File: src/rtl/alu_pkg.sv
// Shared types for the multi-cycle ALU: opcode encoding, FSM states and the
// result returned for unassigned opcodes.
package alu_pkg;

  typedef enum logic [3:0] {
    ALU_ADD   = 4'd0,
    ALU_SUB   = 4'd1,
    ALU_MUL   = 4'd2,
    ALU_DIV   = 4'd3,
    ALU_MOD   = 4'd4,
    ALU_AND   = 4'd5,
    ALU_OR    = 4'd6,
    ALU_XOR   = 4'd7,
    ALU_SHL   = 4'd8,
    ALU_SHR   = 4'd9,
    ALU_RSV10 = 4'd10,
    ALU_RSV11 = 4'd11,
    ALU_RSV12 = 4'd12,
    ALU_RSV13 = 4'd13,
    ALU_RSV14 = 4'd14,
    ALU_RSV15 = 4'd15
  } alu_op_e;

  typedef enum logic [1:0] {
    IDLE    = 2'd0,
    DIV_RUN = 2'd1,
    DONE    = 2'd2
  } alu_state_e;

  localparam logic [31:0] DEFAULT_VAL = 32'h0000_00AC;

endpackage

File: src/rtl/alu_multicycle_if.sv
// Operand/result handshake bundle between the issuing controller (master)
// and the ALU (slave).
interface alu_multicycle_if #(
  parameter int WIDTH = 8
);
  logic             in_valid;
  logic             in_ready;
  logic [WIDTH-1:0] A;
  logic [WIDTH-1:0] B;
  logic [3:0]       ALU_Sel;
  logic             out_valid;
  logic             out_ready;
  logic [WIDTH-1:0] ALU_Out;
  logic             CarryOut;
  logic             Zero;
  logic             DivByZero;

  modport master (
    output in_valid, A, B, ALU_Sel, out_ready,
    input  in_ready, out_valid, ALU_Out, CarryOut, Zero, DivByZero
  );

  modport slave (
    input  in_valid, A, B, ALU_Sel, out_ready,
    output in_ready, out_valid, ALU_Out, CarryOut, Zero, DivByZero
  );
endinterface

File: src/rtl/alu_divider.sv
// Restoring unsigned divider, one quotient bit per cycle. quotient/remainder
// present the final step's values during the done cycle so the parent can register them.
module alu_divider #(
  parameter int WIDTH = 8
) (
  input  logic             clock,
  input  logic             reset,
  input  logic             start,
  input  logic [WIDTH-1:0] dividend,
  input  logic [WIDTH-1:0] divisor,
  output logic             busy,
  output logic             done,
  output logic [WIDTH-1:0] quotient,
  output logic [WIDTH-1:0] remainder
);
  localparam int CNT_W = $clog2(WIDTH + 1);

  logic [WIDTH-1:0] rem_r;
  logic [WIDTH-1:0] quo_r;
  logic [WIDTH-1:0] dvs_r;
  logic [CNT_W-1:0] cnt_r;
  logic             busy_r;
  logic [WIDTH:0]   trial_s;
  logic [WIDTH:0]   diff_s;
  logic             ge_s;
  logic [WIDTH-1:0] next_rem_s;

  // Trial subtraction for the current quotient bit
  always_comb begin
    trial_s = {rem_r, quo_r[WIDTH-1]};
    diff_s  = trial_s - {1'b0, dvs_r};
    ge_s    = (trial_s >= {1'b0, dvs_r});
    if (ge_s) begin
      next_rem_s = diff_s[WIDTH-1:0];
    end else begin
      next_rem_s = trial_s[WIDTH-1:0];
    end
  end

  // Operand load and iteration state
  always_ff @(posedge clock) begin
    if (reset) begin
      rem_r  <= '0;
      quo_r  <= '0;
      dvs_r  <= '0;
      cnt_r  <= '0;
      busy_r <= 1'b0;
    end else if (start) begin
      rem_r  <= '0;
      quo_r  <= dividend;
      dvs_r  <= divisor;
      cnt_r  <= CNT_W'(WIDTH);
      busy_r <= 1'b1;
    end else if (busy_r) begin
      rem_r  <= next_rem_s;
      quo_r  <= {quo_r[WIDTH-2:0], ge_s};
      cnt_r  <= cnt_r - CNT_W'(1);
      busy_r <= (cnt_r != CNT_W'(1));
    end
  end

  assign busy      = busy_r;
  assign done      = busy_r && (cnt_r == CNT_W'(1));
  assign quotient  = {quo_r[WIDTH-2:0], ge_s};
  assign remainder = next_rem_s;
endmodule

File: src/rtl/alu_multicycle.sv
// Multi-cycle ALU: single-cycle arithmetic/logic/shift ops plus an iterative
// divider, with valid/ready on operands and a held result until consumed.
module alu_multicycle #(
  parameter int               WIDTH       = 8,
  parameter logic [WIDTH-1:0] DEFAULT_VAL = WIDTH'(alu_pkg::DEFAULT_VAL)
) (
  input logic            clock,
  input logic            reset,
  alu_multicycle_if.slave bus
);
  import alu_pkg::*;

  localparam int SH_W = $clog2(WIDTH);

  alu_state_e         state_r;
  alu_op_e            div_op_r;
  logic [WIDTH-1:0]   alu_out_r;
  logic               carry_r;
  logic               zero_r;
  logic               dbz_r;
  logic               out_valid_r;

  alu_op_e            op_s;
  logic [WIDTH-1:0]   res_s;
  logic               carry_s;
  logic [WIDTH:0]     sum_s;
  logic [2*WIDTH-1:0] prod_s;
  logic               is_div_s;
  logic               in_ready_s;
  logic               accept_s;
  logic               div_start_s;
  logic               div_busy_s;
  logic               div_done_s;
  logic [WIDTH-1:0]   quo_s;
  logic [WIDTH-1:0]   rem_s;
  logic [WIDTH-1:0]   div_res_s;

  assign op_s        = alu_op_e'(bus.ALU_Sel);
  assign is_div_s    = (op_s == ALU_DIV) || (op_s == ALU_MOD);
  assign in_ready_s  = !reset && ((state_r == IDLE) || ((state_r == DONE) && bus.out_ready));
  assign accept_s    = bus.in_valid && in_ready_s;
  assign div_start_s = accept_s && is_div_s && (bus.B != '0);
  assign div_res_s   = (div_op_r == ALU_MOD) ? rem_s : quo_s;

  alu_divider #(.WIDTH(WIDTH)) u_div (
    .clock     (clock),
    .reset     (reset),
    .start     (div_start_s),
    .dividend  (bus.A),
    .divisor   (bus.B),
    .busy      (div_busy_s),
    .done      (div_done_s),
    .quotient  (quo_s),
    .remainder (rem_s)
  );

  // Single-cycle datapath; DIV/MOD results here only matter for B == 0
  always_comb begin
    res_s   = '0;
    carry_s = 1'b0;
    sum_s   = {1'b0, bus.A} + {1'b0, bus.B};
    prod_s  = {{WIDTH{1'b0}}, bus.A} * {{WIDTH{1'b0}}, bus.B};
    case (op_s)
      ALU_ADD: begin res_s = sum_s[WIDTH-1:0]; carry_s = sum_s[WIDTH]; end
      ALU_SUB: begin res_s = bus.A - bus.B; carry_s = (bus.A < bus.B); end
      ALU_MUL: begin res_s = prod_s[WIDTH-1:0]; carry_s = |prod_s[2*WIDTH-1:WIDTH]; end
      ALU_DIV: res_s = {WIDTH{1'b1}};
      ALU_MOD: res_s = bus.A;
      ALU_AND: res_s = bus.A & bus.B;
      ALU_OR:  res_s = bus.A | bus.B;
      ALU_XOR: res_s = bus.A ^ bus.B;
      ALU_SHL: res_s = bus.A << bus.B[SH_W-1:0];
      ALU_SHR: res_s = bus.A >> bus.B[SH_W-1:0];
      default: res_s = DEFAULT_VAL;
    endcase
  end

  // Control FSM and registered result/flags
  always_ff @(posedge clock) begin
    if (reset) begin
      state_r     <= IDLE;
      div_op_r    <= ALU_DIV;
      out_valid_r <= 1'b0;
      alu_out_r   <= '0;
      carry_r     <= 1'b0;
      zero_r      <= 1'b0;
      dbz_r       <= 1'b0;
    end else if (accept_s) begin
      div_op_r <= op_s;
      if (div_start_s) begin
        state_r     <= DIV_RUN;
        out_valid_r <= 1'b0;
      end else begin
        state_r     <= DONE;
        out_valid_r <= 1'b1;
        alu_out_r   <= res_s;
        carry_r     <= carry_s;
        zero_r      <= (res_s == '0);
        dbz_r       <= is_div_s;
      end
    end else begin
      case (state_r)
        IDLE: state_r <= IDLE;
        DIV_RUN: begin
          if (div_done_s) begin
            state_r     <= DONE;
            out_valid_r <= 1'b1;
            alu_out_r   <= div_res_s;
            carry_r     <= 1'b0;
            zero_r      <= (div_res_s == '0);
            dbz_r       <= 1'b0;
          end else if (!div_busy_s) begin
            // divider lost its operation: recover rather than hang
            state_r     <= IDLE;
            out_valid_r <= 1'b0;
          end
        end
        DONE: begin
          if (bus.out_ready) begin
            state_r     <= IDLE;
            out_valid_r <= 1'b0;
          end
        end
        default: begin
          state_r     <= IDLE;
          out_valid_r <= 1'b0;
        end
      endcase
    end
  end

  assign bus.in_ready  = in_ready_s;
  assign bus.out_valid = out_valid_r;
  assign bus.ALU_Out   = alu_out_r;
  assign bus.CarryOut  = carry_r;
  assign bus.Zero      = zero_r;
  assign bus.DivByZero = dbz_r;
endmodule

File: src/flat_wrapper.sv
// flat-port wrapper written by rule: the top's interface ports become plain ports
module alu_multicycle_flat import alu_pkg::*;
#(
  parameter int               WIDTH       = 8,
  parameter logic [WIDTH-1:0] DEFAULT_VAL = WIDTH'(alu_pkg::DEFAULT_VAL)
)
  (clock, reset, bus_in_valid, bus_A, bus_B, bus_ALU_Sel, bus_out_ready, bus_in_ready, bus_out_valid, bus_ALU_Out, bus_CarryOut, bus_Zero, bus_DivByZero);
  alu_multicycle_if #(.WIDTH(WIDTH)) bus_i ();
  input logic clock;
  input logic reset;
  input wire logic [$bits(bus_i.in_valid)-1:0] bus_in_valid;
  input wire logic [$bits(bus_i.A)-1:0] bus_A;
  input wire logic [$bits(bus_i.B)-1:0] bus_B;
  input wire logic [$bits(bus_i.ALU_Sel)-1:0] bus_ALU_Sel;
  input wire logic [$bits(bus_i.out_ready)-1:0] bus_out_ready;
  output wire logic [$bits(bus_i.in_ready)-1:0] bus_in_ready;
  output wire logic [$bits(bus_i.out_valid)-1:0] bus_out_valid;
  output wire logic [$bits(bus_i.ALU_Out)-1:0] bus_ALU_Out;
  output wire logic [$bits(bus_i.CarryOut)-1:0] bus_CarryOut;
  output wire logic [$bits(bus_i.Zero)-1:0] bus_Zero;
  output wire logic [$bits(bus_i.DivByZero)-1:0] bus_DivByZero;
  assign bus_i.in_valid = bus_in_valid;
  assign bus_i.A = bus_A;
  assign bus_i.B = bus_B;
  assign bus_i.ALU_Sel = bus_ALU_Sel;
  assign bus_i.out_ready = bus_out_ready;
  assign bus_in_ready = bus_i.in_ready;
  assign bus_out_valid = bus_i.out_valid;
  assign bus_ALU_Out = bus_i.ALU_Out;
  assign bus_CarryOut = bus_i.CarryOut;
  assign bus_Zero = bus_i.Zero;
  assign bus_DivByZero = bus_i.DivByZero;
  alu_multicycle #(.WIDTH(WIDTH), .DEFAULT_VAL(DEFAULT_VAL)) u_core (.clock(clock), .reset(reset), .bus(bus_i));
endmodule
File: config.mk
export PLATFORM = sky130hd
export DESIGN_NAME = alu_multicycle_flat
export DESIGN_NICKNAME = d
export VERILOG_FILES = /design/src/rtl/alu_pkg.sv /design/src/rtl/alu_multicycle_if.sv /design/src/rtl/alu_divider.sv /design/src/rtl/alu_multicycle.sv /design/src/flat_wrapper.sv
export SDC_FILE = /design/constraint.sdc
export NUM_CORES = 1
export LEC_CHECK = 0
export BUFFER_PORTS_ARGS = -buffer_cell sky130_fd_sc_hd__buf_4
export CORE_UTILIZATION = 30
export CTS_CLUSTER_SIZE = 28
export DETAILED_ROUTE_END_ITERATION = 10
export MAX_ROUTING_LAYER = met4
export PLACE_DENSITY = 0.45
export SLEW_MARGIN = 20
export SYNTH_ARGS = -nofsm -noshare
export SYNTH_HDL_FRONTEND = slang
export SYNTH_SLANG_ARGS = --single-unit
File: constraint.sdc
create_clock -name clock -period 7 [get_ports clock]
set_clock_uncertainty 0.1 [all_clocks]
set_input_delay 0.35 -clock clock [delete_from_list [all_inputs] [get_ports clock]]
set_output_delay 0.35 -clock clock [all_outputs]
set_load 0.01 [all_outputs]
==> results.yml, run 1 <==
routing:
  drtIter0Drc: 340
  route.detailed.drc: 0
  drt-total-wl_mm: 20.9
  drt-pass1-iter-count: 5
  ant_nets: 0
  vias: 5978
  viasPerCell: 5.42
  wl_per_cell_microns: 19.0
worst_setup_path:
  critPathSlowestCell: "fa_1"
  worstPathRequired_ns: 7.08
  max_stage_delay_ns: 0.53
  path_buf_inv: 4
  path_cells: "buf_4 > inv_1 > nor2_1 > ha_1 > fa_1 > ha_1 > inv_1 > fa_1 > inv_1 > fa_1 > a21oi_1 > nor2b_1 > o21ai_0 > nor2b_1 > o211a_1 > mux2i_1 > nor4b_1 > a31oi_1"
  cp.depth: 18
  path_delay_family: "adder cells"
  worst_r2r_path_depth: 8
  cp-end-kind: "flip-flop"
  worstPathArrival_ns: 5.01
  path_max_fanout: 19
  cp-start-kind: "primary input"
  crit_type: "primary input to flip-flop"
sta:
  period_minus_slack_ns: 4.93
  hold_ws_ns: 0.281
  tightest_slew_ns: 0.891
  setup_tns_ns: 0
  slew_viol_final: 0
  finalHoldViolCount: 0
  grt_setup_unrepaired: "false"
  finalSetupViolCount: 0
  max_slew_margin_pct: 40.6
  period_share_pct: 70.4
  fmax_mhz: 203
power_and_ir_drop:
  p_leak_nw: 3.15
  power_frac_comb_pct: 57.2
  p_clk_share_pct: 20.1
  internal_power_w: 0.000703
  p_sw_share_pct: 43.6
  vdd_drop_max_mv: 0.164
  seqPwrFrac_pct: 22.8
  power_per_cell_area_nw_per_um2: 175
  netSwitchingPower_w: 0.000544
place:
  gp_congestion: 0.872
  portBuffers: 36
  place_hpwl_mm: 16.2
global_routing:
  grt_pass1_wl_mm: 34.1
  grt_pass1_vias: 5974
  antenna_found_initial: 0
  grt_usage_pct: 20.4
  overflow: 0
  grt_max_degree: 39
clock_tree:
  cts_sinks: 47
  cts_resized: 0
  cts_buffers: 5
  cts_tree: "done"
  hold_buffers: 0
  htreeDepth: 2
  path_clk_slew_ns: 0.07
  cts_buffer_depth: 2
  cts-root-buf: "clkbuf_16"
  cts_setup_buffers: 0
  clock_latency_ns: 0.30
synth:
  synthDominantCellAreaShare_pct: 14.4
  yosys.area.top_type: "dfxtp_1"
  yosys_register_bits: 47
  synth_top_family_by_area: "adder cells"
  avgSynthCellArea_sq_um: 7.89
  syn_inst: 828
  synthAdderAreaFrac_pct: 25.6
  yosys.cell_types.count: 74
  syn-cell-area_sq_um: 6530
  synth_ff_type: "dfxtp_1"
  synthArstFlopShare_pct: 0
  synth_area_leaders: "dfxtp_1 14%, ha_1 14%, fa_1 12%"
  yosysWarnings: 0
  syn-num-nets: 962
  synth_compound_area_share_pct: 21.7
  yosys.area_share.simple_pct: 18.8
  synth_xor_area_share_pct: 2.28
  muxShareOfSynthArea_pct: 8.56
  ys_seq_area_share_pct: 14.4
  synth-edff-count: 0
die:
  die-area_sq_um: 22400
  initial_utilization_pct: 30.9
  rows: 53
  die_w_microns: 150
  die_h_microns: 150
  io_pins: 37
  coreArea_sq_um: 21200
outcome:
  outcome: "completed"
finish:
  diodes: 0
  multi_input_area_sq_um: 5030
  drive_above_1_share_pct: 9.55
  nNetsFinal: 960
  final_common_cell: "inv_1"
  syn_to_final_growth_pct: 9.25
  seqCellArea_sq_um: 941
  fillers: 2272
  layout_common_cells: "98 x inv_1, 91 x nor2_1, 74 x nand2_1"
hold_path:
  hold_path_depth: 3
  hp-class: "primary input to flip-flop"
job:
  maxCapViolations: 0
worst paths after layout:
path / startpoint / end / slack, ns
setup reg to reg: u_core.state_r[0]$_SDFFE_PP0P_ / u_core.bus.Zero$_SDFFE_PP0P_ / 4.09
hold reg to reg: u_core.bus.ALU_Out[6]$_SDFFE_PP0P_ / u_core.bus.ALU_Out[6]$_SDFFE_PP0P_ / 0.36
hold / removal: bus_B[7] / u_core.u_div.dvs_r[7]$_SDFFE_PP0P_ / 0.28
setup / recovery: bus_B[2] / u_core.bus.CarryOut$_SDFFE_PP0P_ / 2.07
Yosys cell counts, types with 14 or more instances:
cell type  instances
a211oi_1          27
a21oi_1           47
clkbuf_1          44
dfxtp_1           47
fa_1              39
ha_1              71
inv_1             98
mux2i_1           24
nand2_1           74
nand3_1           14
nor2_1            91
nor3_1            18
o21ai_0           28
state kept, by name (all words and copies together) (netlist names):
signal,cells
u_core.bus.Zero,1
u_core.u_div.busy,1
u_core.bus.CarryOut,1
u_core.bus.ALU_Out,8
u_core.bus.DivByZero,1
u_core.div_op_r,4
u_core.u_div.cnt_r,4
u_core.u_div.quo_r,8
u_core.u_div.dvs_r,8
u_core.state_r,2
u_core.u_div.rem_r,8
u_core.bus.out_valid,1
final cells by class:
class	count	share of cell area, %
clock inverters	3	0.263
multi-input cells	632	70.4
well taps	275	4.82
inverters	99	5.21
flip-flops and latches	47	13.2
clock buffers	5	1.75
repair buffers	41	4.31
worst min-delay path, delay by kind of cell:
family | cells | cell delay (ns)
compound gates | 1 | 0.05
buf+inv | 1 | 0.15
simple gates | 1 | 0.06
cell families (layout without fill, tap and decap cells):
kind of cell,after synthesis,after routing
simple gates,262,262
fa+ha+maj,110,110
xor+xnor,17,17
mux,41,41
compound gates,202,202
flops,47,47
buf+inv,149,148
layer usage:
layer | vias up | GRT usage (%) | routed length [microns]
li1 | 2906 | - | -
met1 | 2897 | 27.9 | 9910
met2 | 154 | 32.0 | 9710
met3 | 21 | 2.38 | 1030
met4 | 0 | 4.95 | 292
met5 | - | - | 0
power groups by stage:
stage	clock [W]	sequential (W)	combinational [W]
2_1_floorplan	0	0.000289	0.000534
3_3_place_gp	0	0.000290	0.000716
3_5_place_dp	0	0.000290	0.000713
4_1_cts	0.000259	0.000284	0.000721
5_1_grt	0.000270	0.000285	0.000818
6_report	0.000250	0.000284	0.000713
per-stage QoR:
step	total power, W	instance area, sq um	util [%]	std cells	setup WS (ns)
floorplan	0.000823	6530	-	828	2.13
global placement	0.00101	6990	33.0	1094	1.80
detailed placement	0.00100	6990	33.0	1094	1.80
CTS	0.00126	7130	33.7	1102	2.10
global route	0.00137	7130	33.7	1102	1.66
finish	0.00125	7130	33.7	1102	2.07
(Power assumes the default switching activity.)
==> inputs of run 2 (changes only) <==
PLACE_DENSITY = 0.47   (was 0.45)
clock period = 4.2 ns   (was 7 ns; I/O delays follow)
==> results.yml, run 2 (synthesis results as in run 1) <==
routing:
  vias: 6137
  ant_nets: 0
  wl_per_cell_microns: 18.0
  viasPerCell: 5.18
  drtIter0Drc: 322
  drt-total-wl_mm: 21.3
  route.detailed.drc: 0
  drt-pass1-iter-count: 6
finish:
  layout_common_cells: "122 x buf_4, 95 x inv_1, 89 x nor2_1"
  fillers: 2254
  drive_above_1_share_pct: 20.0
  final_common_cell: "buf_4"
  nNetsFinal: 1043
  final_util_pct: 37.2
  syn_to_final_growth_pct: 20.4
  diodes: 0
sta:
  slew_viol_final: 0
  max_slew_margin_pct: 34.1
  hold_ws_ns: 0.218
  fmax_mhz: 247
  period_share_pct: 96.6
  period_minus_slack_ns: 4.06
  setup_slack_ns: 0.144
  finalHoldViolCount: 0
  tightest_slew_ns: 0.975
  finalSetupViolCount: 0
  grt_setup_unrepaired: "true"
die:
  die-area_sq_um: 22400
  die_w_microns: 150
  rows: 53
  initial_utilization_pct: 30.9
  die_h_microns: 150
  coreArea_sq_um: 21200
  io_pins: 37
worst_setup_path:
  worstPathArrival_ns: 4.13
  crit_type: "primary input to flip-flop"
  path_cells: "buf_4 > buf_4 > inv_1 > nor2_1 > fa_1 > inv_1 > fa_1 > inv_1 > fa_1 > ha_1 > ha_1 > inv_1 > nor2_2 > nand4_1 > o211a_1 > mux2i_1 > nor4b_2 > a31oi_1"
  cp-endpoint: "u_core.bus.CarryOut$_SDFFE_PP0P_"
  r2r_end: "u_core.bus.Zero$_SDFFE_PP0P_"
  cp-end-kind: "flip-flop"
  crit_path_start: "bus_A[4]"
  r2r-start: "u_core.state_r[0]$_SDFFE_PP0P_"
  critPathSlowestCell: "fa_1"
  crit_path_frequent_cell: "inv_1"
  max_stage_delay_ns: 0.54
  cp-start-kind: "primary input"
  worst_r2r_path_depth: 8
  worst-r2r-setup-slack_ns: 1.28
  worstPathRequired_ns: 4.27
  path_max_fanout: 12
place:
  place_hpwl_mm: 17.3
  place_ws_ns: -0.291
  portBuffers: 36
  gp_congestion: 0.908
global_routing:
  grt_max_degree: 39
  grt_usage_pct: 20.4
  antenna_found_initial: 0
  grt_pass1_vias: 6104
  overflow: 0
  grt_pass1_wl_mm: 34.1
clock_tree:
  cts_tree: "done"
  hold_buffers: 0
  clock_latency_ns: 0.29
  path_clk_slew_ns: 0.07
  cts_sinks: 47
  cts_buffer_depth: 2
  cts_buffers: 5
  cts-root-buf: "clkbuf_16"
  htreeDepth: 2
hold_path:
  hp-class: "primary input to flip-flop"
power_and_ir_drop:
  p_leak_nw: 3.57
  power_per_cell_area_nw_per_um2: 306
  vdd_drop_max_mv: 0.149
outcome:
  outcome: "completed"
job:
  maxCapViolations: 0
-- run 2: cell type report --
type                    instances  area [sq um]  area share, %
inverters                      99           379           4.82
well taps                     275           344           4.38
flip-flops and latches         47           941           12.0
multi-input cells             632          5100           64.9
clock buffers                   5           125           1.59
repair buffers                124           947           12.1
clock inverters                 3          18.8          0.239
-- run 2: what timing repair did --
| item | in CTS | in global routing |
|---|---|---|
| setup endpoints to repair | 1 | 5 |
| endpoints found under the hold margin | 0 | 0 |
| pin swaps | 0 | 10 |
| gates resized for setup | 1 | 20 |
| setup buffers | 0 | 0 |
-- run 2: through the flow --
stage / std cells / area, sq um / power [W] / setup TNS (ns)
2_1_floorplan: 828 / 6590 / 0.00140 / -0.0631
3_3_place_gp: 1177 / 7640 / 0.00193 / -0.626
3_5_place_dp: 1177 / 7640 / 0.00192 / -0.772
4_1_cts: 1185 / 7780 / 0.00233 / 0
5_1_grt: 1185 / 7860 / 0.00262 / -0.0220
6_report: 1185 / 7860 / 0.00240 / 0
-- run 2: worst min path at each step --
| stage | from | to | slack (ns) | depth (start not counted) |
|---|---|---|---|---|
| after floorplan | bus_B[7] | u_core.u_div.dvs_r[7]$_SDFFE_PP0P_ | 0.25 | 2 |
| after global placement | u_core.bus.ALU_Out[7]$_SDFFE_PP0P_ | u_core.bus.ALU_Out[7]$_SDFFE_PP0P_ | 0.34 | 2 |
| after detailed placement | u_core.bus.ALU_Out[6]$_SDFFE_PP0P_ | u_core.bus.ALU_Out[6]$_SDFFE_PP0P_ | 0.35 | 2 |
| after CTS | bus_ALU_Sel[3] | u_core.div_op_r[3]$_SDFFE_PP0P_ | 0.22 | 3 |
| after global routing | bus_ALU_Sel[3] | u_core.div_op_r[3]$_SDFFE_PP0P_ | 0.23 | 3 |
| final | bus_ALU_Sel[3] | u_core.div_op_r[3]$_SDFFE_PP0P_ | 0.22 | 3 |
-- run 2: report_power, final --
group | internal (W) | total [W] | switching [W] | leakage (nW)
clock network | 0.000221 | 0.000399 | 0.000178 | 0.0740
logic | 0.000736 | 0.00153 | 0.000795 | 3.12
registers | 0.000461 | 0.000473 | 0.0000117 | 0.382
total | 0.00142 | 0.00240 | 0.000985 | 3.57
-- run 2: critical path, delay by kind of cell --
kind	cells	cell delay, ns
AO/OA/AOI/OAI	2	0.37
adder cells (fa/ha/maj)	5	2.16
buffers and inverters	6	0.64
multiplexers	1	0.14
AND/OR/NAND/NOR	4	0.59
-- run 2: routing by layer --
| metal | track usage, % | part of all wire, % | wire (microns) | vias up |
|---|---|---|---|---|
| met1 | 27.1 | 47 | 10100 | 2934 |
| met4 | 3.67 | 1.5 | 311 | 0 |
| met3 | 1.49 | 3.2 | 687 | 16 |
| met5 | - | 0 | 0 | - |
| met2 | 33.9 | 48 | 10200 | 126 |
| li1 | - | - | - | 3061 |
==> inputs of run 3 (changes only) <==
CTS_BUF_LIST = sky130_fd_sc_hd__clkbuf_8   (was not set)
==> results.yml, run 3 (synthesis results as in run 1) <==
routing:
  wl_per_cell_microns: 17.9
  ant_nets: 0
  drt-pass1-iter-count: 5
  route.detailed.drc: 0
  vias: 6121
  viasPerCell: 5.17
  drtIter0Drc: 315
  drt-total-wl_mm: 21.2
place:
  place_hpwl_mm: 17.3
  gp_congestion: 0.908
  place_ws_ns: -0.291
  portBuffers: 36
  place_area_sq_um: 7640
power_and_ir_drop:
  p_clk_share_pct: 12.7
  p_leak_nw: 3.54
  vdd_drop_max_mv: 0.142
  power_per_cell_area_nw_per_um2: 291
  netSwitchingPower_w: 0.000965
  power_w: 0.00227
  power_frac_comb_pct: 66.5
  p_sw_share_pct: 42.5
  internal_power_w: 0.00130
  seqPwrFrac_pct: 20.8
global_routing:
  grt_use_met1_pct: 27.1
  grtUsageMet2_pct: 34.0
  overflow: 0
  gr-usage-met3_pct: 1.49
  antenna_found_initial: 0
  grt_usage_pct: 20.4
  grt_pass1_wl_mm: 34.1
  grt_max_degree: 39
  grt_pass1_vias: 6105
  grt.busiest_layer: "met2"
worst_setup_path:
  worst-r2r-setup-slack_ns: 1.30
  critPathSlowestCell: "fa_1"
  path_delay_family: "adder cells"
  worst_r2r_path_depth: 8
  crit_path_frequent_cell: "inv_1"
  max_stage_delay_ns: 0.54
  crit_type: "primary input to flip-flop"
  worstPathArrival_ns: 4.15
  path_cells: "buf_4 > buf_4 > inv_1 > nor2_1 > fa_1 > inv_1 > fa_1 > inv_1 > fa_1 > ha_1 > ha_1 > inv_1 > nor2_1 > nand4_1 > o211a_1 > mux2i_1 > nor4b_2 > a31oi_1"
  cp-end-kind: "flip-flop"
  path_buf_inv: 6
  worstPathRequired_ns: 4.30
  r2r-start: "u_core.state_r[0]$_SDFFE_PP0P_"
  cp-start-kind: "primary input"
  path_max_fanout: 12
  r2r_end: "u_core.bus.Zero$_SDFFE_PP0P_"
  cp.depth: 18
finish:
  final_util_pct: 36.8
  fillers: 2262
  drive_above_1_share_pct: 19.6
  syn_to_final_growth_pct: 19.2
  fin_area_sq_um: 7780
  final_common_cell: "buf_4"
  nNetsFinal: 1043
  diodes: 0
  layout_common_cells: "122 x buf_4, 95 x inv_1, 90 x nor2_1"
die:
  die-area_sq_um: 22400
  initial_utilization_pct: 30.9
  die_w_microns: 150
  die_h_microns: 150
  coreArea_sq_um: 21200
  rows: 53
  io_pins: 37
clock_tree:
  path_clk_slew_ns: 0.10
  clock_latency_ns: 0.31
  cts_sinks: 47
  htreeDepth: 2
  cts-root-buf: "clkbuf_8"
  cts_tree: "done"
  cts_buffer_depth: 2
  cts_buffers: 5
sta:
  finalHoldViolCount: 0
  fmax_mhz: 247
  grt_setup_unrepaired: "false"
  hold_ws_ns: 0.190
  finalSetupViolCount: 0
  slew_viol_final: 0
  tightest_slew_ns: 0.984
  max_slew_margin_pct: 33.5
  period_share_pct: 96.4
  period_minus_slack_ns: 4.05
  setup_slack_ns: 0.152
hold_path:
  hp-class: "primary input to flip-flop"
  hold_path_depth: 3
  worstHoldStart: "bus_ALU_Sel[3]"
  hold_end: "u_core.div_op_r[3]$_SDFFE_PP0P_"
job:
  maxCapViolations: 0
outcome:
  outcome: "completed"
-- run 3: cell types whose count changed in the layout (fill, tap and decap cells not counted) --
cell and delta:
nor2b_2 -1, fa_2 -1, ha_1 +1, nor2b_1 +1
fa_1 +1, clkbuf_8 +5, clkbuf_16 -5, nor2_2 -1
ha_4 -1, nor2_1 +1
-- run 3: layout make-up --
type / count / area [sq um] / share of cell area, %
clock inverter: 3 / 18.8 / 0.241
sequential: 47 / 941 / 12.1
clock buffer: 5 / 68.8 / 0.884
timing repair buffer: 124 / 947 / 12.2
inverter: 99 / 379 / 4.87
tap: 275 / 344 / 4.42
multi-input combinational: 632 / 5080 / 65.3
-- run 3: worst max path at each step --
stage               startpoint                               end
global placement      bus_B[4]  u_core.bus.CarryOut$_SDFFE_PP0P_
global route          bus_B[3]  u_core.bus.CarryOut$_SDFFE_PP0P_
detailed placement    bus_B[3]  u_core.bus.CarryOut$_SDFFE_PP0P_
finish                bus_A[4]  u_core.bus.CarryOut$_SDFFE_PP0P_
floorplan             bus_B[2]  u_core.bus.CarryOut$_SDFFE_PP0P_
CTS                   bus_B[3]  u_core.bus.CarryOut$_SDFFE_PP0P_
-- run 3: tightest hold or removal path, delay by kind of cell --
| kind | cells | cell delay (ns) |
|---|---|---|
| simple gates | 2 | 0.13 |
| buf+inv | 1 | 0.21 |
-- run 3: per-stage QoR --
| stage | setup TNS, ns | instances |
|---|---|---|
| 2_1_floorplan | -0.0631 | 828 |
| 3_3_place_gp | -0.626 | 1177 |
| 3_5_place_dp | -0.772 | 1177 |
| 4_1_cts | 0 | 1185 |
| 5_1_grt | 0 | 1185 |
| 6_report | 0 | 1185 |
-- run 3: timing repair --
action | 4_1_cts | 5_1_grt
buffers inserted | 0 | 0
gates resized for setup | 0 | 17
hold buffers | 0 | 0
setup endpoints to repair | 0 | 4
-- run 3: power groups by stage --
| stage | Clock [W] | Combinational, W | Sequential [W] |
|---|---|---|---|
| CTS | 0.000297 | 0.00145 | 0.000473 |
| global placement | 0 | 0.00144 | 0.000483 |
| finish | 0.000288 | 0.00151 | 0.000473 |
| floorplan | 0 | 0.000921 | 0.000482 |
| global route | 0.000318 | 0.00169 | 0.000475 |
| detailed placement | 0 | 0.00144 | 0.000483 |
-- run 3: layer usage --
| metal | share of wire (%) | wire [microns] |
|---|---|---|
| met1 | 47 | 9900 |
| met2 | 47 | 10000 |
| met3 | 4.2 | 886 |
| met4 | 1.6 | 337 |
| met5 | 0 | 0 |
